===== src/rtl/ctrl_step_sequencer_if.sv =====
// Handshake/control bundle between the opcode source and ctrl_step_sequencer.
// master drives run/ir_opcode; slave (the sequencer) drives the strobes and status.
interface ctrl_step_sequencer_if #(
    parameter int STEP_W   = 4,
    parameter int OPCODE_W = 5
);
    logic                run;
    logic [OPCODE_W-1:0] ir_opcode;
    logic [19:0]         ctrl;
    logic [STEP_W-1:0]   step;
    logic                busy;
    logic                done;
    logic                err;
    logic [31:0]         instr_count;

    modport master (
        output run, ir_opcode,
        input  ctrl, step, busy, done, err, instr_count
    );

    modport slave (
        input  run, ir_opcode,
        output ctrl, step, busy, done, err, instr_count
    );
endinterface


===== src/rtl/ctrl_step_sequencer.sv =====
// Moore T-step sequencer driving DataPath strobes for ld/ldi/st/addi.
// Define SEQ_INSTR_COUNT_EN to build the saturating completed-instruction counter.
module ctrl_step_sequencer #(
    parameter int STEP_W   = 4,
    parameter int MEM_WAIT = 0,
    parameter int OPCODE_W = 5
) (
    input logic                  clock,
    input logic                  clear,
    ctrl_step_sequencer_if.slave bus
);
    localparam int PC_OUT = 0,  MAR_IN = 1,  INC_PC = 2,   ZLOW_IN = 3,  ZLOW_OUT = 4;
    localparam int PC_IN  = 5,  READ   = 6,  MD_READ = 7,  MDR_IN = 8,   MDR_OUT = 9;
    localparam int IR_IN  = 10, GRA    = 11, GRB    = 12,  R_IN   = 13,  R_OUT   = 14;
    localparam int BA_OUT = 15, Y_IN   = 16, CSIGN_OUT = 17, ADD  = 18,  WRITE   = 19;

    localparam logic [3:0] WAIT_INIT = 4'(MEM_WAIT);

    typedef enum logic [3:0] {
        S_IDLE, S_T0, S_T1, S_T2, S_T3, S_T4, S_T5, S_T6, S_T7, S_HALT
    } state_t;

    state_t     state;
    logic [3:0] wait_cnt;
    logic       err_q;

    logic is_ld, is_ldi, is_st, is_addi, legal;
    assign is_ld   = (bus.ir_opcode == OPCODE_W'(0));
    assign is_ldi  = (bus.ir_opcode == OPCODE_W'(1));
    assign is_st   = (bus.ir_opcode == OPCODE_W'(2));
    assign is_addi = (bus.ir_opcode == OPCODE_W'(3));
    assign legal   = is_ld | is_ldi | is_st | is_addi;

    logic [19:0]       ctrl_c;
    logic [STEP_W-1:0] step_c;
    logic              busy_c, mem_step, final_step, done_c;

    // Strobes depend only on the registered state and the IR opcode, never on run.
    always_comb begin
        ctrl_c     = '0;
        step_c     = '0;
        busy_c     = 1'b1;
        mem_step   = 1'b0;
        final_step = 1'b0;
        case (state)
            S_T0: begin
                step_c = STEP_W'(0);
                ctrl_c[PC_OUT] = 1'b1; ctrl_c[MAR_IN] = 1'b1;
                ctrl_c[INC_PC] = 1'b1; ctrl_c[ZLOW_IN] = 1'b1;
            end
            S_T1: begin
                step_c = STEP_W'(1); mem_step = 1'b1;
                ctrl_c[ZLOW_OUT] = 1'b1; ctrl_c[PC_IN] = 1'b1; ctrl_c[READ] = 1'b1;
                ctrl_c[MD_READ] = 1'b1; ctrl_c[MDR_IN] = 1'b1;
            end
            S_T2: begin
                step_c = STEP_W'(2);
                ctrl_c[MDR_OUT] = 1'b1; ctrl_c[IR_IN] = 1'b1;
            end
            S_T3: begin
                step_c = STEP_W'(3);
                if (is_ld || is_ldi || is_st) begin
                    ctrl_c[GRB] = 1'b1; ctrl_c[BA_OUT] = 1'b1; ctrl_c[Y_IN] = 1'b1;
                end else if (is_addi) begin
                    ctrl_c[GRB] = 1'b1; ctrl_c[R_OUT] = 1'b1; ctrl_c[Y_IN] = 1'b1;
                end
            end
            S_T4: begin
                step_c = STEP_W'(4);
                ctrl_c[CSIGN_OUT] = 1'b1; ctrl_c[ADD] = 1'b1; ctrl_c[ZLOW_IN] = 1'b1;
            end
            S_T5: begin
                step_c = STEP_W'(5);
                ctrl_c[ZLOW_OUT] = 1'b1;
                if (is_ld || is_st) begin
                    ctrl_c[MAR_IN] = 1'b1;
                end else begin
                    ctrl_c[GRA] = 1'b1; ctrl_c[R_IN] = 1'b1;
                end
                final_step = is_ldi | is_addi;
            end
            S_T6: begin
                step_c = STEP_W'(6);
                if (is_ld) begin
                    mem_step = 1'b1;
                    ctrl_c[READ] = 1'b1; ctrl_c[MD_READ] = 1'b1; ctrl_c[MDR_IN] = 1'b1;
                end else begin
                    ctrl_c[GRA] = 1'b1; ctrl_c[BA_OUT] = 1'b1; ctrl_c[MDR_IN] = 1'b1;
                end
            end
            S_T7: begin
                step_c = STEP_W'(7); final_step = 1'b1;
                if (is_st) begin
                    mem_step = 1'b1;
                    ctrl_c[WRITE] = 1'b1;
                end else begin
                    ctrl_c[MDR_OUT] = 1'b1; ctrl_c[GRA] = 1'b1; ctrl_c[R_IN] = 1'b1;
                end
            end
            default: busy_c = 1'b0;
        endcase
        done_c = final_step & (~mem_step | (wait_cnt == 4'd0));
    end

    // Memory steps: counter loaded on entry, step advances once it reaches zero.
    always_ff @(posedge clock or posedge clear) begin
        if (clear) begin
            state    <= S_IDLE;
            wait_cnt <= '0;
            err_q    <= 1'b0;
        end else begin
            case (state)
                S_IDLE: if (bus.run) state <= S_T0;
                S_T0: begin
                    state    <= S_T1;
                    wait_cnt <= WAIT_INIT;
                end
                S_T1: begin
                    if (wait_cnt == 4'd0) state <= S_T2;
                    else                  wait_cnt <= wait_cnt - 4'd1;
                end
                S_T2: state <= S_T3;
                S_T3: begin
                    if (legal) begin
                        state <= S_T4;
                    end else begin
                        state <= S_HALT;
                        err_q <= 1'b1;
                    end
                end
                S_T4: state <= S_T5;
                S_T5: begin
                    if (is_ldi || is_addi) begin
                        state <= bus.run ? S_T0 : S_IDLE;
                    end else begin
                        state <= S_T6;
                        if (is_ld) wait_cnt <= WAIT_INIT;
                    end
                end
                S_T6: begin
                    if (is_ld) begin
                        if (wait_cnt == 4'd0) state <= S_T7;
                        else                  wait_cnt <= wait_cnt - 4'd1;
                    end else begin
                        state    <= S_T7;
                        wait_cnt <= WAIT_INIT;
                    end
                end
                S_T7: begin
                    if (is_st && wait_cnt != 4'd0) wait_cnt <= wait_cnt - 4'd1;
                    else                           state <= bus.run ? S_T0 : S_IDLE;
                end
                S_HALT: state <= S_HALT;
                default: state <= S_IDLE;
            endcase
        end
    end

    assign bus.ctrl = ctrl_c;
    assign bus.step = step_c;
    assign bus.busy = busy_c;
    assign bus.done = done_c;
    assign bus.err  = err_q;

`ifdef SEQ_INSTR_COUNT_EN
    logic [31:0] count_q;
    always_ff @(posedge clock or posedge clear) begin
        if (clear)                           count_q <= '0;
        else if (done_c && count_q != '1)    count_q <= count_q + 32'd1;
    end
    assign bus.instr_count = count_q;
`else
    assign bus.instr_count = '0;
`endif
endmodule


===== src/flat_wrapper.sv =====
// flat-port wrapper written by rule: the top's interface ports become plain ports
module ctrl_step_sequencer_flat 
#(
    parameter int STEP_W   = 4,
    parameter int MEM_WAIT = 0,
    parameter int OPCODE_W = 5
)
  (clock, clear, bus_run, bus_ir_opcode, bus_ctrl, bus_step, bus_busy, bus_done, bus_err, bus_instr_count);
  ctrl_step_sequencer_if #(.STEP_W(STEP_W), .OPCODE_W(OPCODE_W)) bus_i ();
  input logic clock;
  input logic clear;
  input wire logic [$bits(bus_i.run)-1:0] bus_run;
  input wire logic [$bits(bus_i.ir_opcode)-1:0] bus_ir_opcode;
  output wire logic [$bits(bus_i.ctrl)-1:0] bus_ctrl;
  output wire logic [$bits(bus_i.step)-1:0] bus_step;
  output wire logic [$bits(bus_i.busy)-1:0] bus_busy;
  output wire logic [$bits(bus_i.done)-1:0] bus_done;
  output wire logic [$bits(bus_i.err)-1:0] bus_err;
  output wire logic [$bits(bus_i.instr_count)-1:0] bus_instr_count;
  assign bus_i.run = bus_run;
  assign bus_i.ir_opcode = bus_ir_opcode;
  assign bus_ctrl = bus_i.ctrl;
  assign bus_step = bus_i.step;
  assign bus_busy = bus_i.busy;
  assign bus_done = bus_i.done;
  assign bus_err = bus_i.err;
  assign bus_instr_count = bus_i.instr_count;
  ctrl_step_sequencer #(.STEP_W(STEP_W), .MEM_WAIT(MEM_WAIT), .OPCODE_W(OPCODE_W)) u_core (.clock(clock), .clear(clear), .bus(bus_i));
endmodule

===== config.mk =====
export PLATFORM = sky130hd
export DESIGN_NAME = ctrl_step_sequencer_flat
export DESIGN_NICKNAME = d
export VERILOG_FILES = /design/src/rtl/ctrl_step_sequencer_if.sv /design/src/rtl/ctrl_step_sequencer.sv /design/src/flat_wrapper.sv
export SDC_FILE = /design/constraint.sdc
export NUM_CORES = 1
export LEC_CHECK = 0
export ABC_AREA = 1
export CORE_AREA = 5 5 64 66
export DETAILED_ROUTE_END_ITERATION = 10
export DIE_AREA = 0 0 69 71
export HOLD_SLACK_MARGIN = 0.03
export PLACE_DENSITY = 0.76
export SYNTH_ARGS = -nofsm -noshare
export SYNTH_HDL_FRONTEND = slang
export SYNTH_SLANG_ARGS = --single-unit

===== constraint.sdc =====
create_clock -name clock -period 1.4 [get_ports clock]
set_input_delay 0.14 -clock clock [delete_from_list [all_inputs] [get_ports clock]]
set_output_delay 0.14 -clock clock [all_outputs]
set_load 0.01 [all_outputs]

# After elaboration in Yosys (flattened, before gate mapping)
# Index checks and enable logic that the tools add are counted.
# op_classes
eq_ne,19
n_reduce_logical,16
addsub,1
n_bitwise,8
div,0
shifts,0
mux,45
n_lt_le_gt_ge,0
mul,0
# ops
operator,count
$mux W4,12
$pmux W4 S10,1
$pmux W3 S7,1
$mux W1,20
$pmux W4 S5,1
$eq A4 B3 Y1 const B,4
$eq A5 B2 Y1 const B,2
$pmux W1 S2,5
$eq A4 B2 Y1 const B,2
$eq A4 B4 Y1 const B,2
$logic_not A4 Y1,2
$reduce_and A4 Y1,2
$reduce_or A8 Y1,1
$ne A2 B1 Y1 const B,3
$ne A2 B2 Y1 const B,3
$pmux W1 S3,2
$pmux W3 S2,1
$eq A5 B1 Y1 const B,1
$logic_not A5 Y1,1
$or A1 B1 Y1,5
$reduce_bool A5 Y1,1
$eq A4 B1 Y1 const B,1
$logic_or A1 B1 Y1,4
$mux W2,2
8 further kinds,10
# word_totals
inputBits,8
rom_bits,0
mem_bits_rw,0
n_memories,0
regBits,9
output_inout_bits,59
word_cells,92
latch_bits,0

# Logic depth before layout (Yosys ltp)
# logic_depth
depth_word,6
ltp_mapped,10
depth_no_buf,10

# Worst setup path before layout
# No wires, ideal clock.
# synth_timing
path_kind,register -> output
from,register u_core.state[3]
to,output bus_ctrl[14]
arrival_time_ns,1.294
setup_slack_ns,-0.034
t_required_ns,1.260
n_path_buf,0
path_stages_with_launch,8
cell_sequence,dfrtp_1 -> inv_1 -> nand2_1 -> nor2_2 -> inv_1 -> nor2_2 -> inv_1 -> nor2_1
# synth_via
elab_chain_cells,2
# synth_lines
element,line,rtl
start: declaration,ctrl_step_sequencer.sv:23,state_t state;
start signal: assignment,ctrl_step_sequencer.sv:134,state <= bus.run ? S_T0 : S_IDLE;
start signal: assignment,ctrl_step_sequencer.sv:151,else state <= bus.run ? S_T0 : S_IDLE;
$eq A4 B3 Y1,ctrl_step_sequencer.sv:45,case (state)
$mux W1,ctrl_step_sequencer.sv:45,
end: declaration,flat_wrapper.sv:14,output wire logic [$bits(bus_i.ctrl)-1:0] bus_ctrl;
# Every way passes these cells.

# Final worst setup path
# layout_timing
from,register u_core.state[1]
to,output bus_ctrl[14]
# Same word-level chain as after synthesis.

==> flow_summary.json <==
{
  "status": "complete, but fails checks",
  "violations": "setup timing",
  "cts_tree": "done",
  "root_buffer": "clkbuf_4",
  "switching_share_pct": 46.2,
  "track_usage_pct": 16.0,
  "vias": 1453,
  "fin_util_pct": 60.3,
  "initial_core_util_pct": 33.2,
  "synth_top_family_by_area": "simple AND/OR/NAND/NOR gates",
  "placedInstanceArea_um2": 1730,
  "max_cap_violations": 0,
  "power.density_nw_per_um2": 1910,
  "instances_no_fill": 332,
  "dp_slack_ns": -0.612,
  "end_kind": "primary output",
  "p_comb_share_pct": 83.6,
  "synth_edf_count": 0,
  "worstPathArrival_ns": 1.53,
  "p_clk_share_pct": 4.7,
  "grt_pass1_vias": 1431,
  "syn_inst": 193,
  "area_delta_synth_final_pct": 81.3,
  "ys_ff_latch": 9,
  "fmax_mhz": 599,
  "num_rows": 22,
  "numPortBuffers": 33,
  "die_area_um2": 4900,
  "finalCriticalPeriod_ns": 1.67,
  "yosys.area.top_type": "buf_4",
  "async_reset_ff_share_pct": 100,
  "synth.cell_area_um2": 1170,
  "globalRoute.totalOverflow": 0,
  "seq_area_um2": 230,
  "crit_required_ns": 1.26,
  "yosysWarnings": 0,
  "ys_types": 21,
  "synthTopCellsByArea": "buf_4 24%, dfrtp_1 19%, nand2_1 19%",
  "insertion_delay_ns": 0.26,
  "synth_compound_gate_area_share_pct": 2.56,
  "p_leak_nw": 1.18,
  "critPathKind": "reg2out",
  "hold_class": "in2async",
  "grt_pass1_wl_mm": 6.40,
  "max_stage_delay_ns": 0.46,
  "fillers": 321,
  "p_switching_mw": 1.87,
  "design_area_um2": 2120,
  "synthTopCellsByCount": "60 x nand2_1, 37 x buf_4, 19 x inv_1, 15 x nand3_1, 14 x nor2_1",
  "cts_inserted_buffers": 3,
  "crit_fanout": 4,
  "synth-simple-area-share_pct": 44.0,
  "synth-xor-area-share_pct": 0.748,
  "multi_input_area_um2": 857,
  "grt_antenna_before_repair": 0,
  "synthMuxAreaShare_pct": 0,
  "die_h_um": 71,
  "firstDrtPassIters": 4,
  "path_clk_slew_ns": 0.06,
  "boundaryPins": 67,
  "nets": 294,
  "yosys.area_share.adder_pct": 1.07,
  "synthFlopType": "dfrtp_1",
  "setup_violations": 32,
  "synthDominantCellAreaShare_pct": 23.7,
  "seq_area_frac_synth_pct": 19.2,
  "gp_congestion": 0.922,
  "placed_cells": 312,
  "core_area_um2": 3520,
  "cts_sinks": 9,
  "diodes": 0,
  "grt_max_degree": 10,
  "fin_crit_sh_pct": 119,
  "report.final.slew_viol_count": 0,
  "hold_slack_ns": 0.138,
  "ir_drop_mv": 0.612,
  "rsz0062_at_grt": "true",
  "post_drt_wl_per_cell_um": 12.6,
  "critical_path.startpoint_type": "register",
  "drcViolationCount": 0,
  "intPower_mw": 2.18,
  "routed_via_density": 4.38,
  "drive_gt1_share_pct": 48.6,
  "fin_skew_ns": 0.00265,
  "timing.final.ws_setup_ns": -0.269,
  "clockBufferDepth": 2,
  "htree_num_levels": 1,
  "drt_wl_total_mm": 4.17,
  "synth.most_common_cell": "nand2_1",
  "die_w_um": 69,
  "finalHoldViolCount": 0,
  "slowest_stage": "dfrtp_2",
  "dr.first_iter.drc_count": 54,
  "syn-mean-instance-area_um2": 6.07,
  "power.share.sequential_pct": 11.7,
  "hpwl_mm": 2.88,
  "cp_cell_sequence": "inv_2 > nand2_2 > nor2_4 > inv_2 > nor2_4 > inv_1 > nor2_1 > buf_2",
  "ant_nets": 0
}
-- per-stage QoR --
| stage | total power [mW] | setup TNS, ns |
|---|---|---|
| global route | 4.34 | -7.05 |
| CTS | 3.55 | -3.90 |
| detailed placement | 2.86 | -11.70 |
| global placement | 2.82 | -10.62 |
| floorplan | 1.63 | 0 |
| finish | 4.05 | -4.70 |
-- what timing repair did --
| item | CTS | global route |
|---|---|---|
| resized for setup | 154 | 38 |
| hold buffers | 0 | 0 |
| setup buffers | 15 | 4 |
| endpoints found under the setup margin | 33 | 33 |
| pin swaps | 16 | 10 |
| hold endpoints to repair | 0 | 0 |
-- sequential cells by signal, indices dropped and copies added, names as in the netlist --
register / cells
u_core.bus.err: 1
u_core.state: 4
u_core.wait_cnt: 4
-- cells by family (layout without fill, tap and decap cells) --
group	Yosys count	in the layout
and+or+nand+nor	113	113
buffers and inverters	63	122
DFF	9	9
other	1	33
adders and majority gates	1	1
AOI/OAI and AO/OA	5	5
xor gates and xnor gates	1	1
-- final cells by class --
cell class / instances / area share, %
multi-input combinational: 153 / 40.4
clock buffer: 4 / 1.24
timing repair buffer: 92 / 39.1
tap: 48 / 2.83
inverter: 26 / 5.66
sequential: 9 / 10.8
-- final timing paths --
check | from | endpoint | slack, ns | cells after the start
worst max-delay path | u_core.state[1] | bus_ctrl[14] | -0.27 | 8
min in group clock | u_core.bus.err | u_core.bus.err | 0.46 | 2
max in group asynchronous | clear | u_core.state[0] | 0.99 | 2
worst min register to register | u_core.bus.err | u_core.bus.err | 0.46 | 2
worst min-delay path | clear | u_core.wait_cnt[1] | 0.14 | 2
worst max register to register | u_core.state[1] | u_core.wait_cnt[1] | -0.17 | 8
-- worst max-delay path, delay by kind of cell (launching register included) --
| kind | cells | cell delay (ns) |
|---|---|---|
| buf+inv | 4 | 0.41 |
| simple gates | 4 | 0.41 |
| flops | 1 | 0.46 |
-- power by group through the flow --
| stage | combinational [mW] | clock [mW] | sequential (mW) |
|---|---|---|---|
| 6_report | 3.38 | 0.192 | 0.473 |
| 3_5_place_dp | 2.45 | 0 | 0.416 |
| 3_3_place_gp | 2.40 | 0 | 0.415 |
| 2_1_floorplan | 1.21 | 0 | 0.421 |
| 5_1_grt | 3.64 | 0.221 | 0.483 |
| 4_1_cts | 2.91 | 0.204 | 0.440 |
-- per-layer routing --
metal	track usage [%]	routed length (um)	share of wire [%]
met5	0	0	0
met4	4.34	101	2.4
met3	3.69	203	4.9
met2	32.1	2470	59
met1	16.4	1400	34
-- cells in the final DEF (no fill, tap or decap), drive strengths merged, types with 2 or more instances in the layout --
master / netlist / final
conb: 1 / 33
nor2: 21 / 21
nand4: 10 / 10
dfrtp: 9 / 9
inv: 26 / 25
clkbuf: 0 / 4
o21ai: 3 / 3
nand3: 17 / 17
nand2: 63 / 63
clkdlybuf4s50: 0 / 6
buf: 37 / 82
dlygate4sd2: 0 / 2
clkdlybuf4s15: 0 / 2
Note: power is estimated with default switching activity, not from simulation.
